`src/rtl/prefetch_pkg.sv`:
```
// Shared types and sizing for the instruction prefetch unit and its byte queue.
package prefetch_pkg;

    localparam int PC_W      = 16;
    localparam int BYTE_W    = 8;
    localparam int DEF_DEPTH = 16;

    typedef enum logic [1:0] {
        IDLE = 2'd0,
        REQ  = 2'd1,
        DROP = 2'd2
    } state_e;

    // Occupancy counter must represent 0..depth inclusive.
    function automatic int cnt_w(input int depth);
        return $clog2(depth + 1);
    endfunction

endpackage

```
`src/rtl/prefetch_ctrl_byte_fifo.sv`:
```
// Byte queue between prefetch and decode: circular storage with push, pull and
// a synchronous flush that empties it in one cycle.
module byte_fifo
    import prefetch_pkg::*;
#(
    parameter int  DEPTH = DEF_DEPTH,
    localparam int CNT_W = cnt_w(DEPTH),
    localparam int PTR_W = $clog2(DEPTH)
) (
    input  logic              clk,
    input  logic              rst_n,
    input  logic              flush,
    input  logic              push,
    input  logic [BYTE_W-1:0] push_data,
    input  logic              pull,
    output logic [BYTE_W-1:0] head_data,
    output logic              valid,
    output logic [CNT_W-1:0]  count
);
    localparam logic [CNT_W-1:0] FULL = CNT_W'(DEPTH);

    logic [BYTE_W-1:0] mem_q [DEPTH];
    logic [PTR_W-1:0]  rd_q, rd_d;
    logic [PTR_W-1:0]  wr_q, wr_d;
    logic [CNT_W-1:0]  cnt_q, cnt_d;
    logic              do_push;
    logic              do_pull;

    always_comb begin
        do_push = push && !flush && (cnt_q != FULL);
        do_pull = pull && !flush && (cnt_q != '0);
        rd_d    = rd_q;
        wr_d    = wr_q;
        cnt_d   = cnt_q;
        if (flush) begin
            rd_d  = '0;
            wr_d  = '0;
            cnt_d = '0;
        end else begin
            if (do_push) wr_d = wr_q + 1'b1;
            if (do_pull) rd_d = rd_q + 1'b1;
            cnt_d = cnt_q + CNT_W'(do_push) - CNT_W'(do_pull);
        end
    end

    always_ff @(posedge clk or negedge rst_n) begin
        if (!rst_n) begin
            rd_q  <= '0;
            wr_q  <= '0;
            cnt_q <= '0;
        end else begin
            rd_q  <= rd_d;
            wr_q  <= wr_d;
            cnt_q <= cnt_d;
        end
    end

    // Storage needs no reset: entries are only visible through cnt_q.
    always_ff @(posedge clk) begin
        if (do_push) mem_q[wr_q] <= push_data;
    end

    assign valid     = (cnt_q != '0);
    assign head_data = valid ? mem_q[rd_q] : '0;
    assign count     = cnt_q;

endmodule

```
`src/rtl/prefetch_ctrl.sv`:
```
// Instruction prefetch: sequential single-byte reads into the byte queue, with
// branch redirect that flushes the queue and drops any read still on the bus.
module prefetch_ctrl
    import prefetch_pkg::*;
#(
    parameter int              DEPTH    = DEF_DEPTH,
    parameter logic [PC_W-1:0] RESET_PC = 16'h0000,
    localparam int             CNT_W    = cnt_w(DEPTH)
) (
    input  logic              clk,
    input  logic              rst_n,
    input  logic              redirect_valid,
    input  logic [PC_W-1:0]   redirect_pc,
    output logic              mem_req,
    output logic [PC_W-1:0]   mem_addr,
    input  logic              mem_ack,
    input  logic [BYTE_W-1:0] mem_data,
    output logic              q_valid,
    output logic [BYTE_W-1:0] q_data,
    output logic [PC_W-1:0]   q_pc,
    input  logic              q_pull,
    output logic [CNT_W-1:0]  q_count
);
    localparam logic [CNT_W-1:0] FULL     = CNT_W'(DEPTH);
    localparam logic [CNT_W:0]   FULL_EXT = (CNT_W + 1)'(DEPTH);

    state_e          state_q, state_d;
    logic [PC_W-1:0] fetch_pc_q, fetch_pc_d;
    logic [PC_W-1:0] mem_addr_q, mem_addr_d;
    logic [PC_W-1:0] q_pc_q, q_pc_d;
    logic            mem_req_q, mem_req_d;
    logic            push;
    logic            pull_eff;
    logic [CNT_W:0]  cnt_after;
    logic            room_after;

    // Bus handshake: mem_req/mem_addr are held unchanged until the cycle
    // mem_ack is high; that edge completes the read and mem_data is taken.
    always_comb begin
        state_d    = state_q;
        fetch_pc_d = fetch_pc_q;
        mem_req_d  = mem_req_q;
        mem_addr_d = mem_addr_q;
        push       = 1'b0;
        pull_eff   = q_pull && q_valid && !redirect_valid;
        cnt_after  = {1'b0, q_count} + (CNT_W + 1)'(1) - (CNT_W + 1)'(pull_eff);
        room_after = (cnt_after < FULL_EXT);
        q_pc_d     = q_pc_q;

        if (redirect_valid) begin
            fetch_pc_d = redirect_pc;
            q_pc_d     = redirect_pc;
        end else if (pull_eff) begin
            q_pc_d = q_pc_q + 1'b1;
        end

        unique case (state_q)
            IDLE: begin
                mem_req_d  = 1'b0;
                mem_addr_d = fetch_pc_q;
                if (!redirect_valid && (q_count < FULL)) state_d = REQ;
            end
            REQ: begin
                if (!mem_req_q) begin
                    // First cycle in REQ: launch the read unless redirected.
                    mem_addr_d = fetch_pc_q;
                    if (redirect_valid) state_d = IDLE;
                    else mem_req_d = 1'b1;
                end else if (redirect_valid) begin
                    if (mem_ack) begin
                        state_d   = IDLE;
                        mem_req_d = 1'b0;
                    end else begin
                        state_d = DROP;
                    end
                end else if (mem_ack) begin
                    push       = 1'b1;
                    fetch_pc_d = fetch_pc_q + 1'b1;
                    mem_addr_d = fetch_pc_q + 1'b1;
                    if (!room_after) begin
                        state_d   = IDLE;
                        mem_req_d = 1'b0;
                    end
                end
            end
            DROP: begin
                if (mem_ack) begin
                    state_d   = IDLE;
                    mem_req_d = 1'b0;
                end
            end
            default: begin
                state_d   = IDLE;
                mem_req_d = 1'b0;
            end
        endcase
    end

    always_ff @(posedge clk or negedge rst_n) begin
        if (!rst_n) begin
            state_q    <= IDLE;
            fetch_pc_q <= RESET_PC;
            mem_req_q  <= 1'b0;
            mem_addr_q <= RESET_PC;
            q_pc_q     <= RESET_PC;
        end else begin
            state_q    <= state_d;
            fetch_pc_q <= fetch_pc_d;
            mem_req_q  <= mem_req_d;
            mem_addr_q <= mem_addr_d;
            q_pc_q     <= q_pc_d;
        end
    end

    // The queue always holds a contiguous address run, so the head address
    // is tracked arithmetically rather than stored per entry.
    byte_fifo #(.DEPTH(DEPTH)) u_fifo (
        .clk       (clk),
        .rst_n     (rst_n),
        .flush     (redirect_valid),
        .push      (push),
        .push_data (mem_data),
        .pull      (pull_eff),
        .head_data (q_data),
        .valid     (q_valid),
        .count     (q_count)
    );

    assign mem_req  = mem_req_q;
    assign mem_addr = mem_addr_q;
    assign q_pc     = q_pc_q;

endmodule
```
`config.mk`:
```
export PLATFORM = sky130hd
export DESIGN_NAME = prefetch_ctrl
export DESIGN_NICKNAME = d
export VERILOG_FILES = /design/src/rtl/prefetch_pkg.sv /design/src/rtl/prefetch_ctrl_byte_fifo.sv /design/src/rtl/prefetch_ctrl.sv
export SDC_FILE = /design/constraint.sdc
export NUM_CORES = 1
export LEC_CHECK = 0
export BUFFER_PORTS_ARGS = -buffer_cell sky130_fd_sc_hd__buf_2
export CAP_MARGIN = 20
export CORE_ASPECT_RATIO = 0.9
export CORE_MARGIN = 8
export CORE_UTILIZATION = 43
export DETAILED_ROUTE_END_ITERATION = 10
export GPL_TIMING_DRIVEN = 0
export PLACE_DENSITY = 0.64
export SYNTH_ARGS = -nofsm -noshare
export SYNTH_HDL_FRONTEND = slang
export SYNTH_SLANG_ARGS = --single-unit
```
`constraint.sdc`:
```
create_clock -name clk -period 2.7 [get_ports clk]
set_input_delay 0.27 -clock clk [delete_from_list [all_inputs] [get_ports clk]]
set_output_delay 0.27 -clock clk [all_outputs]
set_load 0.02 [all_outputs]
```
==> impl_results.md, run 1 <==
* Status: finished with violations
* Failing checks: negative setup slack
* Clock latency at the later pin of the worst-skew pair at 0.44 ns
* Ys flop type: edfxtp_1
* Syn nets at 659
* Peak VDD IR at 547 uV
* Max Transition Viols Final at 0
* CTS clk-pin slew, worst paths at 0.08 ns
* Worst setup SP type: flip-flop
* Worst Setup Path Type: reg2reg
* All-Layer GR Usage at 0.168
* Die Span Y at 150 um
* Mapped Area at 8620 um^2
* Largest net degree at the start of global routing at 65
* Hold Vio Cnt, Final at 0
* Row cnt at 49
* Asr flop ratio synth at 0.333
* Fin crit share at 1.01
* Yosys warns at 0
* Post-DR vias/cell at 5.52
* Initial core utilization at 0.435
* Buffers on Ports at 75
* Worst Skew at 0.0128 ns
* TritonCTS clock tree: done
* Slew HR at 0.440
* Least-Margin Pin Slew at 0.837 ns
* Most frequent cells in the layout: edfxtp_1 (128), buf_2 (74), dfrtp_1 (61)
* FF-to-FF path depth at 14
* Grt total ovfl at 0
* RSZ-0062 raised after global routing: true
* Syn-to-layout area delta at 16.7%
* Clk pwr share at 0.292
* Worst Hold Launch: redirect_pc[10]
* Number of global-route vias before repair at 5,678
* Hold WC Path Type: in2reg
* End of the worst hold path: fetch_pc_q[10]
* Post-synthesis sequential area ratio at 0.631
* Fin crit period at 2.72 ns
* Top-Level Pins at 76
* Syn Area/Cell at 14.1 um^2
* DIE AREA at 24,800 um^2
* H-Tree Level Count at 4
* Total chip power at 8.59 mW
* Switching share of power at 0.327
* TritonCTS buffer count at 17
* WL/cell at 20.2 um
* Initial drt markers at 395
* R2R Setup Slk at -0.02 ns
* Core region area at 19,800 um^2
* MaxCap Viol Count at 0
* Routed wire length at 19.8 mm
* Via count at 5,409
* Register area at 5450 um^2
* Critical path arrival at 3.02 ns
* Clk sinks at 192
* Yosys reg bits at 192
* DR DRC count at 0
* Pint at 5.79 mW
* CTS Buffer Depth at 2
* CP Data Required Time at 3.00 ns
* Initial antenna violation count at 0
* CP Capture Type: flip-flop
* Pre-CTS setup slack at -0.239 ns
* Clock tree root buffer cell: clkbuf_16
* Crit Reg-Reg Endpoint: u_fifo.count[4]
* Post-synth EDFFs at 128
* Synth Instances at 613
* P per Cell Area at 854 nW/um^2
* Largest fanout on the critical path at 3
* Nets@finish at 758
* Final WS setup at -0.0180 ns
* Fmax at 368 MHz
* HPWL Detailed at 13.6 mm
* Setup_tns at -0.0180 ns
* Most common cell after layout, fill and taps aside: edfxtp_1
* Chip Width at 165 um
* Register share of total power at 0.420
* Fraction of layout cells with a size suffix above 1 at 0.261
* Post-route ant nets at 0
* Worst r2r src: u_fifo.count[3]
* GPL Wtd Cong at 0.916
* Final setup viols at 1
* DR pass1 iterations at 5
* Fillcell total at 1,692
* First-pass GRT wire length at 31.5 mm
* Area of the multi-input gates at 3050 um^2
* Synth cell types at 54
* Antenna Cells at 0
* Leak Pwr at 3.64 nW
* Comb pwr share at 0.288
* Net Switching at 2.81 mW
* Hold Path Stages at 2
==> power by group through the flow <==
stage	clock network [mW]	logic (mW)	registers, mW
floorplan	0	1.51	3.77
global placement	0	2.35	3.62
detailed placement	0	2.39	3.63
CTS	2.55	2.45	3.59
global route	2.67	2.71	3.64
finish	2.51	2.48	3.61
==> synthesized netlist by cell type, types with 3 or more instances <==
library cell  instances  area (um^2)
a21boi_0              4         30.0
xor2_1               25          219
dfrtp_1              64         1600
nor2_1               54          203
buf_1                 4         15.0
clkbuf_1             18         67.6
nand3_1              19         95.1
nor3_1                5         25.0
a21oi_1              34          170
and2_1               19          119
buf_2                 3         15.0
nand2_1              36          135
nor4_1                5         31.3
nand4_1               7         43.8
nor2b_1               3         18.8
inv_1                14         52.6
and3_1                9         56.3
ha_1                 16          200
o22ai_1              10         62.6
a311oi_1              4         35.0
mux2i_1              19          190
edfxtp_1            128         3840
mux2_2                7         78.8
a31oi_1               7         43.8
xnor2_1              15          131
nand2b_1             13         81.3
or3_1                 3         18.8
o21ai_0               5         25.0
mux4_2               32          721
==> logic make-up after synthesis <==
group,share of synthesized area
AO/OA/AOI/OAI,0.0557
adder cells (fa/ha/maj),0.0255
XOR/XNOR,0.0406
AND/OR/NAND/NOR,0.110
flip-flops,0.631
multiplexers,0.117
buffers and inverters,0.0205
==> flip-flops by register name, summed over array words and instances (netlist names) <==
| name | cells |
|---|---|
| u_fifo.count | 5 |
| q_pc | 16 |
| u_fifo.wr_q | 4 |
| u_fifo.mem_q | 128 |
| mem_req | 1 |
| mem_addr | 16 |
| u_fifo.rd_q | 4 |
| state_q | 2 |
| fetch_pc_q | 16 |
==> worst max-delay path, cell delays in order, from the launching register on <==
cell and delay (ns):
dfrtp_2 0.42, inv_4 0.07, ha_4 0.12, or4b_4 0.51
nand2_4 0.09, nor2_2 0.04, ha_1 0.28, inv_1 0.04
ha_2 0.18, fa_2 0.35, a21oi_2 0.12, nor2_1 0.05
nor2_1 0.12, xor2_1 0.15, nor2_1 0.05
==> timing repair <==
| action | CTS | global route |
|---|---|---|
| setup endpoints to repair | 9 | 36 |
| setup buffers | 8 | 1 |
| pin swaps | 5 | 3 |
| resized for setup | 13 | 11 |
| hold buffers | 1 | 0 |
| hold endpoints to repair | 64 | 0 |
==> final cells by class <==
type,instances,share of cell area
flip-flops and latches,192,0.541
multi-input cells,379,0.303
repair buffers,85,0.0465
clock buffers,18,0.0426
well taps,255,0.0317
clock inverters,14,0.0160
plain buffers,22,0.0131
inverters,15,0.00584
==> how the worst max path moves through the flow <==
stage | start | endpoint | slack [ns] | cells after the start
global route | u_fifo.count[2] | u_fifo.count[4] | -0.17 | 14
floorplan | u_fifo.count[3] | u_fifo.count[4] | -0.13 | 15
detailed placement | u_fifo.count[3] | u_fifo.count[4] | -0.24 | 15
global placement | u_fifo.count[3] | u_fifo.count[4] | -0.23 | 15
CTS | u_fifo.count[3] | u_fifo.count[4] | -0.05 | 14
finish | u_fifo.count[3] | u_fifo.count[4] | -0.02 | 14
==> metrics by stage <==
stage,std cells,hold slack (ns),util,instance area [um^2]
finish,980,0.0881,0.508,10100
detailed placement,943,0.429,0.473,9360
global placement,943,0.515,0.472,9360
global route,980,0.0753,0.508,10100
floorplan,613,-0.0256,-,8660
CTS,981,0.0780,0.506,10000
==> routing by layer <==
metal / routed length [um] / vias to the layer above / part of all wire / global-route usage
li1: - / 2497 / - / -
met1: 8980 / 2716 / 0.45 / 0.231
met2: 9340 / 185 / 0.47 / 0.260
met3: 1230 / 11 / 0.062 / 0.0432
met4: 204 / 0 / 0.010 / 0.0455
met5: 0 / - / 0 / 0
Power figures use the tool's default switching activity.
==> run 2, diff against run 1 <==
Settings changed: CORE_MARGIN 8 to 2, PLACE_DENSITY 0.64 to 0.62.
Clock period 2.7 ns to 2.99 ns, I/O delays scaled along.
==> impl_results.md, run 2 (synthesized netlist as in run 1, its figures left out) <==
* Status: complete, no violations
* Placed cell count at 943
* GPL Wtd Cong at 0.945
* Slew HR at 0.412
* Hold slack at 0.110 ns
* Fillcell total at 1,713
* Initial core utilization at 0.435
* WL/cell at 20.0 um
* Largest fanout on the critical path at 10
* Fin crit share at 0.935
* CTS clk-pin slew, worst paths at 0.08 ns
* Initial antenna violation count at 0
* MaxCap Viol Count at 0
* Number of global-route vias before repair at 5,351
* Worst Setup Path Type: reg2out
* Register share of total power at 0.422
* HPWL Detailed at 13.3 mm
* Post-DR vias/cell at 5.44
* Max Transition Viols Final at 0
* Clock latency at the later pin of the worst-skew pair at 0.43 ns
* Most common cell after layout, fill and taps aside: edfxtp_1
* CTS Buffer Depth at 2
* Routed wire length at 19.6 mm
* Top-Level Pins at 76
* Fraction of layout cells with a size suffix above 1 at 0.245
* TritonCTS buffer count at 17
* Largest net degree at the start of global routing at 65
* Core region area at 19,800 um^2
* All-Layer GR Usage at 0.192
* Final std cells w/o fill at 978
* Switching share of power at 0.329
* Clk pwr share at 0.300
* DR pass1 iterations at 5
* Post-route ant nets at 0
* DIE AREA at 21,200 um^2
* Pre-CTS setup slack at -0.247 ns
* Peak VDD IR at 564 uV
* Chip Width at 153 um
* Final core occ at 0.506
* TritonCTS clock tree: done
* Antenna Cells at 0
* Hold Vio Cnt, Final at 0
* Via count at 5,325
* Buffers on Ports at 75
* Grt total ovfl at 0
* Row cnt at 49
* CP Data Required Time at 2.69 ns
* Syn-to-layout area delta at 16.1%
* Net Switching at 2.53 mW
* First-pass GRT wire length at 31.0 mm
* Critical path arrival at 2.50 ns
* Initial drt markers at 325
* H-Tree Level Count at 4
* Most frequent cells in the layout: edfxtp_1 (128), buf_2 (74), dfrtp_1 (62)
* Least-Margin Pin Slew at 0.878 ns
* DR DRC count at 0
* Pint at 5.16 mW
* R2R Setup Slk at 0.23 ns
* Largest Register: u_fifo.mem_q
* Fmax at 358 MHz
* Worst Skew at 0.00775 ns
* CP Capture Type: output port
* Leak Pwr at 3.63 nW
* Clk sinks at 192
* Clock tree root buffer cell: clkbuf_16
* Final setup viols at 0
* Final WS setup at 0.193 ns
* Hold WC Path Type: in2reg
* Worst setup SP type: flip-flop
* Setup_tns at 0 ns
* Nets@finish at 756
* Max reg flops at 128
* RSZ-0062 raised after global routing: false
* Comb pwr share at 0.278
* Fin crit period at 2.80 ns
* Die Span Y at 138 um
* P per Cell Area at 768 nW/um^2
==> run 2: what timing repair did <==
action | in CTS | in global routing
hold endpoints to repair | 41 | 0
setup endpoints to repair | 9 | 3
resized for setup | 14 | 4
pin swaps | 2 | 6
hold buffers | 1 | 0
buffers inserted | 4 | 1
==> run 2: through the flow <==
step | power, mW | instance area, um^2
after global placement | 5.32 | 9320
after detailed placement | 5.38 | 9320
after CTS | 7.75 | 9990
after floorplan | 4.71 | 8630
final | 7.69 | 10000
after global routing | 8.09 | 10000
==> run 2: layer usage <==
| layer | track usage | up-vias | wire length (um) |
|---|---|---|---|
| met5 | 0 | - | 0 |
| met4 | 0.0502 | 0 | 200 |
| met3 | 0.0408 | 22 | 913 |
| met2 | 0.312 | 162 | 9650 |
| met1 | 0.265 | 2663 | 8790 |
| li1 | - | 2478 | - |
==> run 2: final timing paths <==
check / startpoint / depth (start not counted) / endpoint
setup reg to reg: u_fifo.count[2] / 14 / u_fifo.count[4]
min in group asynchronous: rst_n / 2 / q_pc[14]
hold reg to reg: mem_addr[10] / 2 / mem_addr[10]
setup / recovery: u_fifo.rd_q[0] / 5 / q_data[0]
max in group asynchronous: rst_n / 2 / u_fifo.count[3]
hold / removal: redirect_pc[9] / 2 / q_pc[9]
==> run 2: power by group through the flow <==
stage / Sequential (mW) / Combinational (mW) / Clock [mW]
after floorplan: 3.40 / 1.31 / 0
after global placement: 3.26 / 2.06 / 0
after detailed placement: 3.28 / 2.10 / 0
after CTS: 3.24 / 2.15 / 2.36
after global routing: 3.27 / 2.34 / 2.48
final: 3.24 / 2.14 / 2.31
==> run 2: area by class of cell <==
| type | instances | area (um^2) | share of cell area |
|---|---|---|---|
| buffer | 24 | 120 | 0.0120 |
| clock buffer | 17 | 425 | 0.0425 |
| clock inverter | 15 | 185 | 0.0185 |
| inverter | 15 | 56.3 | 0.00562 |
| multi-input combinational | 379 | 3030 | 0.303 |
| sequential | 192 | 5450 | 0.544 |
| tap | 255 | 319 | 0.0319 |
| timing repair buffer | 81 | 425 | 0.0425 |
==> run 2: critical path: stages (launching register included) <==
cell	delay (ns)
dfrtp_1	0.60
buf_4	0.32
mux4_2	0.53
mux2i_1	0.23
o22ai_1	0.18
buf_2	0.20
==> run 3, diff against run 2 <==
Settings changed: ABC_AREA set to 1.
==> impl_results.md, run 3 <==
* Clock latency at the later pin of the worst-skew pair at 0.44 ns
* Die Span Y at 140 um
* Syn-to-layout area delta at 14.9%
* Grt total ovfl at 0
* Hold WC Path Type: in2reg
* Via count at 6,600
* Initial antenna violation count at 0
* Number of global-route vias before repair at 6,239
* Fraction of layout cells with a size suffix above 1 at 0.174
* Slew HR at 0.360
* CP Capture Type: output port
* CP Data Required Time at 2.69 ns
* Post-route ant nets at 0
* MaxCap Viol Count at 0
* TritonCTS buffer count at 17
* All-Layer GR Usage at 0.218
* Mapped Area at 8900 um^2
* Fmax at 352 MHz
* Clock tree root buffer cell: clkbuf_16
* Most common cell after layout, fill and taps aside: nand2_1
* Syn Area/Cell at 10.5 um^2
* Leak Pwr at 4.16 nW
* Most frequent cells in the layout: nand2_1 (176), edfxtp_1 (128), buf_2 (90)
* Critical path arrival at 2.54 ns
* Final setup viols at 0
* Setup_tns at 0 ns
* Antenna Cells at 0
* Fin crit period at 2.84 ns
* Nets@finish at 992
* Top cells by count, synth: nand2_1 (176), edfxtp_1 (128), nor2_1 (82)
* Largest Register: u_fifo.mem_q
* Synth area leaders: edfxtp_1 (43%), dfrtp_1 (18%), nand2_1 (7.4%)
* Hold Vio Cnt, Final at 0
* Buffers on Ports at 75
* RSZ-0062 raised after global routing: false
* Status: complete, no violations
* WL/cell at 18.9 um
* Routed wire length at 22.9 mm
* Leading area contributor after synthesis: edfxtp_1
* DR pass1 iterations at 5
* Asr flop ratio synth at 0.333
* GPL Wtd Cong at 0.890
* P per Cell Area at 865 nW/um^2
* Post-synthesis sequential area ratio at 0.612
* DR DRC count at 0
* Worst Setup Path Type: reg2out
* Top-Level Pins at 76
* H-Tree Level Count at 4
* Max Transition Viols Final at 0
* Yosys warns at 0
* Hold slack at 0.109 ns
* Largest net degree at the start of global routing at 65
* Post-synth EDFFs at 128
* Chip Width at 156 um
* Largest fanout on the critical path at 10
* DIE AREA at 21,900 um^2
* First-pass GRT wire length at 36.0 mm
* Clk sinks at 192
* Fin crit share at 0.949
* Post-DR vias/cell at 5.44
* Post-CTS Repair Setup Buffers at 0
* Peak VDD IR at 472 uV
* Row cnt at 49
* Initial drt markers at 561
* CTS clk-pin slew, worst paths at 0.07 ns
* Initial core utilization at 0.443
* Max reg flops at 128
* Syn nets at 897
* Fillcell total at 1,857
* Yosys top cell area share at 0.432
* Least-Margin Pin Slew at 0.957 ns
* TritonCTS clock tree: done
* Synth Instances at 851
* HPWL Detailed at 16.2 mm
* Worst setup SP type: flip-flop
* Synth cell types at 52
* Ys flop type: edfxtp_1
* CTS Buffer Depth at 2
* Core region area at 20,100 um^2
* Count leader, synth: nand2_1
* Yosys reg bits at 192
* Worst Skew at 0.0152 ns
==> run 3: changes by cell type after synthesis, sizes merged, moves of 19 or more <==
cell   previous run  this run
nand2            36       182
o21ai             5        60
inv              15        68
mux4             32         0
nor2             54        86
a21oi            34        56
and2             19         0
==> run 3: logic make-up after synthesis <==
family / after synthesis / share of synthesized area
AO/OA/AOI/OAI: 190 / 0.131
buffers and inverters: 105 / 0.0488
AND/OR/NAND/NOR: 325 / 0.160
multiplexers: 8 / 0.00900
flip-flops: 192 / 0.612
adder cells (fa/ha/maj): 17 / 0.0247
XOR/XNOR: 14 / 0.0138
==> run 3: layout make-up <==
class	instances	area (um^2)	share of cell area
inverter	68	255	0.0250
multi-input combinational	554	3020	0.295
tap	255	319	0.0312
clock buffer	17	425	0.0416
timing repair buffer	76	388	0.0379
buffer	37	184	0.0180
clock inverter	15	190	0.0186
sequential	192	5450	0.532
==> run 3: final timing paths <==
path / startpoint / end / slack [ns] / cells past startpoint
worst max-delay path: u_fifo.rd_q[1] / q_data[6] / 0.15 / 8
worst min-delay path: redirect_pc[14] / q_pc[14] / 0.11 / 3
worst max register to register: u_fifo.count[2] / u_fifo.count[4] / 0.29 / 16
worst min register to register: u_fifo.rd_q[3] / u_fifo.rd_q[3] / 0.46 / 1
max in group asynchronous: rst_n / u_fifo.wr_q[0] / 1.90 / 2
min in group asynchronous: rst_n / q_pc[15] / 0.54 / 2
==> run 3: worst max-delay path: stages (launching register included) <==
cell and delay (ns):
dfrtp_1 0.40, buf_2 0.22, inv_2 0.16, clkbuf_2 0.29, a21oi_1 0.08, a221oi_1 0.36
nor2_1 0.12, a211oi_1 0.26, buf_2 0.22
==> run 3: where the power goes <==
part | switching, mW | internal, mW
Sequential | 0.274 | 3.11
Clock | 1.13 | 1.21
Combinational | 2.11 | 1.01
==> run 3: routing by layer <==
metal | share of wire | routed length, um | global-route usage
met1 | 0.48 | 10900 | 0.335
met5 | 0 | 0 | 0
met3 | 0.059 | 1350 | 0.0371
met4 | 0.012 | 266 | 0.0493
met2 | 0.45 | 10400 | 0.325
==> run 3: timing repair <==
action	4_1_cts	5_1_grt
endpoints found under the setup margin	0	6
hold buffers	1	0
hold endpoints to repair	29	0
gates resized for setup	0	8
==> run 3: through the flow <==
step | util | setup slack [ns] | cells | instance area, um^2 | power, mW
after floorplan | - | 0.449 | 851 | 8900 | 5.50
after global placement | 0.477 | 0.338 | 1181 | 9590 | 6.49
after detailed placement | 0.477 | 0.292 | 1181 | 9600 | 6.53
after CTS | 0.508 | 0.106 | 1214 | 10200 | 8.88
after global routing | 0.509 | 0.0370 | 1214 | 10200 | 9.37
final | 0.509 | 0.152 | 1214 | 10200 | 8.84
